--- src/rtl/alu_pkg.sv ---
// rtl/alu_pkg.sv - ALUControl code constants and execute FSM state type
package alu_pkg;

  localparam logic [5:0] OP_SLL    = 6'b000000;
  localparam logic [5:0] OP_REGIMM = 6'b000001;
  localparam logic [5:0] OP_SRL    = 6'b000010;
  localparam logic [5:0] OP_JAL    = 6'b000011;
  localparam logic [5:0] OP_BEQ    = 6'b000100;
  localparam logic [5:0] OP_BNE    = 6'b000101;
  localparam logic [5:0] OP_BLEZ   = 6'b000110;
  localparam logic [5:0] OP_BGTZ   = 6'b000111;
  localparam logic [5:0] OP_JR     = 6'b001000;
  localparam logic [5:0] OP_MUL    = 6'b011000;
  localparam logic [5:0] OP_ADD    = 6'b100000;
  localparam logic [5:0] OP_SUB    = 6'b100010;
  localparam logic [5:0] OP_AND    = 6'b100100;
  localparam logic [5:0] OP_OR     = 6'b100101;
  localparam logic [5:0] OP_XOR    = 6'b100110;
  localparam logic [5:0] OP_NOR    = 6'b100111;
  localparam logic [5:0] OP_SLT    = 6'b101010;

  typedef enum logic [1:0] {
    S_IDLE,
    S_MUL,
    S_DONE
  } alu_state_t;

endpackage

--- src/rtl/mul_iter.sv ---
// rtl/mul_iter.sv - iterative shift-add multiplier, one partial product per cycle
module mul_iter (
  input  logic        clk,
  input  logic        rst,
  input  logic        start,
  input  logic [31:0] a,
  input  logic [31:0] b,
  output logic        busy,
  output logic        done,
  output logic [31:0] product
);

  logic [31:0] mcand;
  logic [31:0] mplier;
  logic [31:0] acc;
  logic [4:0]  cnt;
  logic [31:0] acc_next;

  // product reflects the accumulator including this cycle's partial, so the
  // consumer can register the final value on the same edge the last step lands
  assign acc_next = acc + (mplier[0] ? mcand : 32'd0);
  assign done     = busy && (cnt == 5'd31);
  assign product  = acc_next;

  always_ff @(posedge clk or posedge rst) begin
    if (rst) begin
      mcand  <= 32'd0;
      mplier <= 32'd0;
      acc    <= 32'd0;
      cnt    <= 5'd0;
      busy   <= 1'b0;
    end else if (start) begin
      mcand  <= a;
      mplier <= b;
      acc    <= 32'd0;
      cnt    <= 5'd0;
      busy   <= 1'b1;
    end else if (busy) begin
      acc    <= acc_next;
      mcand  <= {mcand[30:0], 1'b0};
      mplier <= {1'b0, mplier[31:1]};
      cnt    <= cnt + 5'd1;
      if (cnt == 5'd31) begin
        busy <= 1'b0;
      end
    end
  end

endmodule

--- src/rtl/alu_exec.sv ---
// rtl/alu_exec.sv - execute-stage ALU: single-cycle ops, branch compare, 33-cycle MUL
module alu_exec
  import alu_pkg::*;
(
  input  logic        Clk,
  input  logic        Reset,
  input  logic        ValidIn,
  input  logic [5:0]  ALUControl,
  input  logic [31:0] A,
  input  logic [31:0] B,
  input  logic [4:0]  Shamt,
  input  logic        RtBit,
  output logic [31:0] Result,
  output logic        BranchTaken,
  output logic        ValidOut,
  output logic        Stall
);

  alu_state_t  state;
  logic        accept;
  logic        mul_start;
  logic        mul_busy;
  logic        mul_done;
  logic [31:0] mul_product;
  logic [31:0] op_result;
  logic        op_branch;

  assign accept    = ValidIn && !Stall;
  assign mul_start = accept && (ALUControl == OP_MUL);

  // the multiplier's busy flag is registered and spans exactly the MUL state
  assign Stall = mul_busy;

  mul_iter u_mul (
    .clk     (Clk),
    .rst     (Reset),
    .start   (mul_start),
    .a       (A),
    .b       (B),
    .busy    (mul_busy),
    .done    (mul_done),
    .product (mul_product)
  );

  always_comb begin
    op_result = 32'd0;
    op_branch = 1'b0;
    case (ALUControl)
      OP_ADD:  op_result = A + B;
      OP_SUB:  op_result = A - B;
      OP_AND:  op_result = A & B;
      OP_OR:   op_result = A | B;
      OP_NOR:  op_result = ~(A | B);
      OP_XOR:  op_result = A ^ B;
      OP_SLL:  op_result = B << Shamt;
      OP_SRL:  op_result = B >> Shamt;
      OP_SLT:  op_result = ($signed(A) < $signed(B)) ? 32'd1 : 32'd0;
      OP_JR, OP_JAL: op_result = A;
      OP_BEQ:  op_branch = (A == B);
      OP_BNE:  op_branch = (A != B);
      OP_BGTZ: op_branch = ($signed(A) > 32'sd0);
      OP_BLEZ: op_branch = ($signed(A) <= 32'sd0);
      OP_REGIMM: op_branch = RtBit ? !A[31] : A[31];
      default: begin
        op_result = 32'd0;
        op_branch = 1'b0;
      end
    endcase
  end

  always_ff @(posedge Clk or posedge Reset) begin
    if (Reset) begin
      state       <= S_IDLE;
      Result      <= 32'd0;
      BranchTaken <= 1'b0;
      ValidOut    <= 1'b0;
    end else begin
      ValidOut <= 1'b0;
      case (state)
        S_IDLE, S_DONE: begin
          state <= S_IDLE;
          if (mul_start) begin
            state <= S_MUL;
          end else if (accept) begin
            Result      <= op_result;
            BranchTaken <= op_branch;
            ValidOut    <= 1'b1;
          end
        end
        S_MUL: begin
          if (mul_done) begin
            state       <= S_DONE;
            Result      <= mul_product;
            BranchTaken <= 1'b0;
            ValidOut    <= 1'b1;
          end
        end
        default: state <= S_IDLE;
      endcase
    end
  end

endmodule

--- config.mk ---
export PLATFORM = sky130hd
export DESIGN_NAME = alu_exec
export DESIGN_NICKNAME = d
export VERILOG_FILES = /design/src/rtl/alu_pkg.sv /design/src/rtl/mul_iter.sv /design/src/rtl/alu_exec.sv
export SDC_FILE = /design/constraint.sdc
export NUM_CORES = 1
export LEC_CHECK = 0
export ABC_AREA = 0
export CORE_MARGIN = 2
export CORE_UTILIZATION = 57
export CTS_BUF_LIST = sky130_fd_sc_hd__clkbuf_2
export CTS_CLUSTER_SIZE = 28
export DETAILED_ROUTE_END_ITERATION = 8
export PLACE_DENSITY = 0.86
export SLEW_MARGIN = 20
export SYNTH_ARGS = -nofsm -noshare
export SYNTH_HDL_FRONTEND = slang
export SYNTH_HIERARCHICAL = 1
export SYNTH_SLANG_ARGS = --single-unit
--- constraint.sdc ---
create_clock -name Clk -period 3.8 [get_ports Clk]
set_clock_uncertainty 0.2 [all_clocks]
set_input_delay 1.14 -clock Clk [delete_from_list [all_inputs] [get_ports Clk]]
set_output_delay 1.14 -clock Clk [all_outputs]
set_load 0.05 [all_outputs]
==> results of run 1 <==
==> cells in the mapped netlist (8+ instances only) <==
library cell	count
a211o_1	10
a211oi_1	44
a21o_1	21
a21oi_1	198
a221o_1	11
a221oi_1	18
a222oi_1	8
a22oi_1	15
a31oi_1	19
and2_1	43
and3_1	15
buf_1	15
buf_2	44
buf_6	9
clkbuf_1	93
dfrtp_1	138
ha_1	132
inv_1	112
mux2_2	14
mux2i_1	162
mux4_2	28
nand2_1	232
nand2b_1	20
nand3_1	49
nand3b_1	10
nand4_1	20
nor2_1	238
nor2b_1	21
nor3_1	31
nor4_1	19
o211ai_1	29
o21a_1	18
o21ai_0	207
o21bai_1	12
o221ai_1	17
o22ai_1	26
o31ai_1	11
or3_1	14
xnor2_1	24
xor2_1	16
==> metal layers <==
metal	global-route usage	overflow
met5	0.150	0
met1	0.619	0
met4	0.580	2
met2	0.774	1
met3	0.423	0
==> through the flow <==
stage	hold WS (ns)	utilization
global placement	0.272	0.761
floorplan	0.284	-
CTS	0.336	0.775
detailed placement	0.295	0.761
==> timing repair <==
item                                    in CTS
setup buffers                                3
endpoints found under the setup margin      16
gates resized for setup                     33
pin swaps                                    8
==> logic make-up after synthesis <==
kind of cell | Yosys count | synth area share
compound gates | 767 | 0.279
xor+xnor | 40 | 0.0196
fa+ha+maj | 135 | 0.0958
buf+inv | 289 | 0.0729
flops | 138 | 0.193
mux | 204 | 0.135
simple gates | 764 | 0.204
==> out/qor.yml, run 1 <==
yosys:
  synth_area_sq_um: 17900
  yosys.area.top_type_share: 0.193
  synth_area_leaders: "dfrtp_1, ha_1, mux2i_1, o21ai_0, a21oi_1"
  netlist-cell-type-count: 107
  yosysWarningCount: 6
  ys_seq_area_frac: 0.193
  synth_flop_cell: "dfrtp_1"
  ys_async_sr_fraction: 1.00
  synth_nets: 2551
  yosysTopAreaCell: "dfrtp_1"
  synth_edf_count: 0
  synthCells: 2337
  synth-seq-cells: 138
  postSynthAreaPerCell_sq_um: 7.64
global_routing:
  grt_max_degree: 75
  track_usage: 0.602
  grt_overflow: 3
clocking:
  cts_max_level: 4
  root_buffer: "clkbuf_2"
  ctsHoldBuffers: 0
  clock_path_buffers: 2
  cts_buffers: 17
  cts.sinks: 138
placed_design:
  place_hpwl_mm: 69.1
  place_area_sq_um: 23400
  globalplace.congestion: 1.37
  dp.cells: 3279
  place_ws_ns: -1.02
  portBuffers: 113
outcome:
  firstError: "[ERROR GRT-0232] Routing congestion too high. Check the congestion heatmap in the GUI."
  flow.stopped_at: "global routing"
  outcome: "stopped before the end"
floorplanning:
  fp.dieW_um: 181
  fp.dieH_um: 181
  num_rows: 64
  pin_count: 114
  start_util: 0.581
==> run 2: changes to the inputs <==
--- a/config.mk
+++ b/config.mk
@@ -7,11 +7,9 @@
 export LEC_CHECK = 0
 export ABC_AREA = 0
 export CORE_MARGIN = 2
-export CORE_UTILIZATION = 57
-export CTS_BUF_LIST = sky130_fd_sc_hd__clkbuf_2
-export CTS_CLUSTER_SIZE = 28
+export CORE_UTILIZATION = 40
 export DETAILED_ROUTE_END_ITERATION = 8
-export PLACE_DENSITY = 0.86
+export PLACE_DENSITY_LB_ADDON = 0.15
 export SLEW_MARGIN = 20
 export SYNTH_ARGS = -nofsm -noshare
 export SYNTH_HDL_FRONTEND = slang
==> constraint.sdc (replaced) <==
create_clock -name Clk -period 4.9 [get_ports Clk]
set_clock_uncertainty 0.2 [all_clocks]
set_input_delay 1.47 -clock Clk [delete_from_list [all_inputs] [get_ports Clk]]
set_output_delay 1.47 -clock Clk [all_outputs]
set_load 0.05 [all_outputs]
==> out/qor.yml, run 2 <==
outcome:
  outcome: "complete, no violations"
job:
  drv_cap: 0
floorplanning:
  pin_count: 114  # unchanged
  fp.dieW_um: 215  # +19%
  coreArea_sq_um: 44100
  design.die.area_sq_um: 46400
  num_rows: 77  # +20%
  fp.dieH_um: 215  # +19%
  start_util: 0.405  # -0.176
pwr:
  pwr-share-seq: 0.187
  vdd_ir_drop_max_mv: 0.410
  fin_total_pwr_mw: 11.3
  p_clk_frac: 0.130
  power.density_nw_per_um2: 505
  p_leak_nw: 9.43
  power_frac_comb: 0.683
  p_int_mw: 5.39
  p_sw_mw: 5.93
  swShare: 0.524
sta:
  finalCritPeriodShare: 0.985
  worst_slew_pin_slew_ns: 1.13
  max_freq_mhz: 207
  setup_violations: 0
  max-slew-margin-rel: 0.236
  fin_crit_ns: 4.83
  finalHoldViolCount: 0
  slew_viol_final: 0
setup_path:
  endpoint_kind: "register"
  arrival_ns: 5.01
  crit_path_start_kind: "primary input"
  critPathMaxFanout: 6
  cp_slowest_stage_delay_ns: 0.66
  path_class: "primary input to register"
  path_cells: "clkdlybuf4s50_1, inv_1, ha_1, a21oi_1, o21ai_0, a21oi_1, nand2_1, a21oi_1, o21ai_0, buf_4, a221oi_1, o21ai_1"
  required_ns: 5.08
  cpMostUsedCell: "a21oi_1"
  cp_slowest_cell: "clkdlybuf4s50_1"
finish:
  area_delta_synth_final_pct: 25.5
  fillCellCount: 4411
  multi_input_area_sq_um: 13100
  stdcell_area_sq_um: 22400
  seq_area_sq_um: 3460
  layout.nets: 2876
  final_cell_mix: "buf_4, nor2_1, nand2_1"
  final_common_cell: "buf_4"
  drive_gt1_frac: 0.184
yosys:
  netlist-cell-type-count: 107  # unchanged
  synth.most_common_cell: "nor2_1"
  yosys.area.top_type_share: 0.193  # unchanged
  synth_area_sq_um: 17900  # unchanged
  yosysWarningCount: 6  # unchanged
  postSynthAreaPerCell_sq_um: 7.64  # unchanged
  ys_async_sr_fraction: 1.00  # unchanged
  synth-seq-cells: 138  # unchanged
  synth_flop_cell: "dfrtp_1"
  synthCells: 2337  # unchanged
  synth_edf_count: 0  # unchanged
  synth_nets: 2551  # unchanged
  synth_area_leaders: "dfrtp_1, ha_1, mux2i_1, o21ai_0, a21oi_1"
  yosys-top-cells-count: "nor2_1, nand2_1, o21ai_0, a21oi_1, mux2i_1"
  yosysTopAreaCell: "dfrtp_1"
  ys_seq_area_frac: 0.193  # unchanged
drt:
  drtPass1Iterations: 6
  first_iter_violations: 2714
  drtAntennaViolNets: 0
  via_per_inst: 6.37
  drcViolationCount: 0
  wl_per_cell_um: 28.6
  totalWireLength_mm: 93.4
  vias: 20800
clocking:
  cts_tree: "done"
  clock_path_buffers: 2  # unchanged
  root_buffer: "clkbuf_16"
  cts_buffers: 17  # unchanged
  cts_max_level: 4  # unchanged
  cts.sinks: 138  # unchanged
  insertion_delay_ns: 0.50
  path_clk_slew_ns: 0.07
placed_design:
  globalplace.congestion: 1.09  # -20%
  portBuffers: 113  # unchanged
  place_hpwl_mm: 75.2  # +8.8%
  place_area_sq_um: 21800  # -7.0%
hold_path:
  min_path_type: "register to register"
global_routing:
  grt_overflow: 0
  grt_pass1_wl_mm: 136
  grt_max_degree: 103
  grt_pass1_vias: 20000
  track_usage: 0.399
  grt_antenna_before_repair: 3
run 2: cell counts after synthesis:
No cell type changed its count.
run 2: what timing repair did:
item                                    CTS  global route
setup buffers                             0             1
hold buffers                              0             0
gates resized for setup                   0             2
endpoints found under the setup margin    0             2
run 2: logic make-up (layout without fill, tap and decap cells):
| logic type | after synthesis | after routing | share of synthesized area |
|---|---|---|---|
| DFF | 138 | 138 | 0.193 |
| muxes | 204 | 204 | 0.135 |
| AOI/OAI and AO/OA | 767 | 767 | 0.279 |
| xor gates and xnor gates | 40 | 40 | 0.0196 |
| and+or+nand+nor | 764 | 764 | 0.204 |
| buffers and inverters | 289 | 625 | 0.0729 |
| adders and majority gates | 135 | 135 | 0.0958 |
| other | 0 | 1 | 0 |
run 2: power by group through the flow:
stage          sequential [mW]  clock, mW  combinational (mW)
2_1_floorplan             2.34          0                4.39
3_3_place_gp              2.10          0                7.41
3_5_place_dp              2.11          0                7.50
4_1_cts                   2.10       1.50                7.54
5_1_grt                   2.16       1.54                8.24
6_report                  2.12       1.47                7.73
run 2: critical path, delay by kind of cell:
family,cells,cell delay [ns]
compound gates,7,2.11
buf+inv,3,0.95
fa+ha+maj,1,0.42
simple gates,1,0.06
run 2: cell type report:
cell class,count,share of cell area
well taps,592,0.0331
clock buffers,17,0.0190
multi-input cells,1910,0.586
diodes,1,0.000112
inverters,116,0.0195
clock inverters,13,0.00866
repair buffers,479,0.179
flip-flops and latches,138,0.154
run 2: stage by stage:
stage	utilization	setup WS [ns]	hold slack (ns)	instances	setup TNS (ns)
CTS	0.507	0.130	0.326	3264	0
floorplan	-	0.555	0.284	2337	0
finish	0.508	0.0734	0.320	3266	0
global placement	0.493	-0.293	0.291	3234	-1.49
detailed placement	0.493	-0.347	0.310	3234	-2.47
global route	0.508	-0.0117	0.360	3265	-0.0160
run 2: final timing paths:
| check | cells after the start | end | from | slack [ns] |
|---|---|---|---|---|
| min in group asynchronous | 2 | Result[12] | Reset | 1.26 |
| worst min register to register | 2 | Result[3] | Result[3] | 0.32 |
| worst max-delay path | 12 | Result[30] | A[21] | 0.07 |
| worst min-delay path | 2 | Result[3] | Result[3] | 0.32 |
| max in group asynchronous | 3 | Result[29] | Reset | 2.33 |
| worst max register to register | 17 | Result[27] | u_mul/mplier[0] | 0.11 |
run 2: layer usage:
| metal | vias up | global-route usage | part of all wire |
|---|---|---|---|
| met1 | 10100 | 0.527 | 0.42 |
| li1 | 9241 | - | - |
| met2 | 1195 | 0.597 | 0.42 |
| met5 | - | 0 | 0.00043 |
| met3 | 279 | 0.0788 | 0.088 |
| met4 | 6 | 0.249 | 0.071 |
Power figures use the tool's default switching activity.
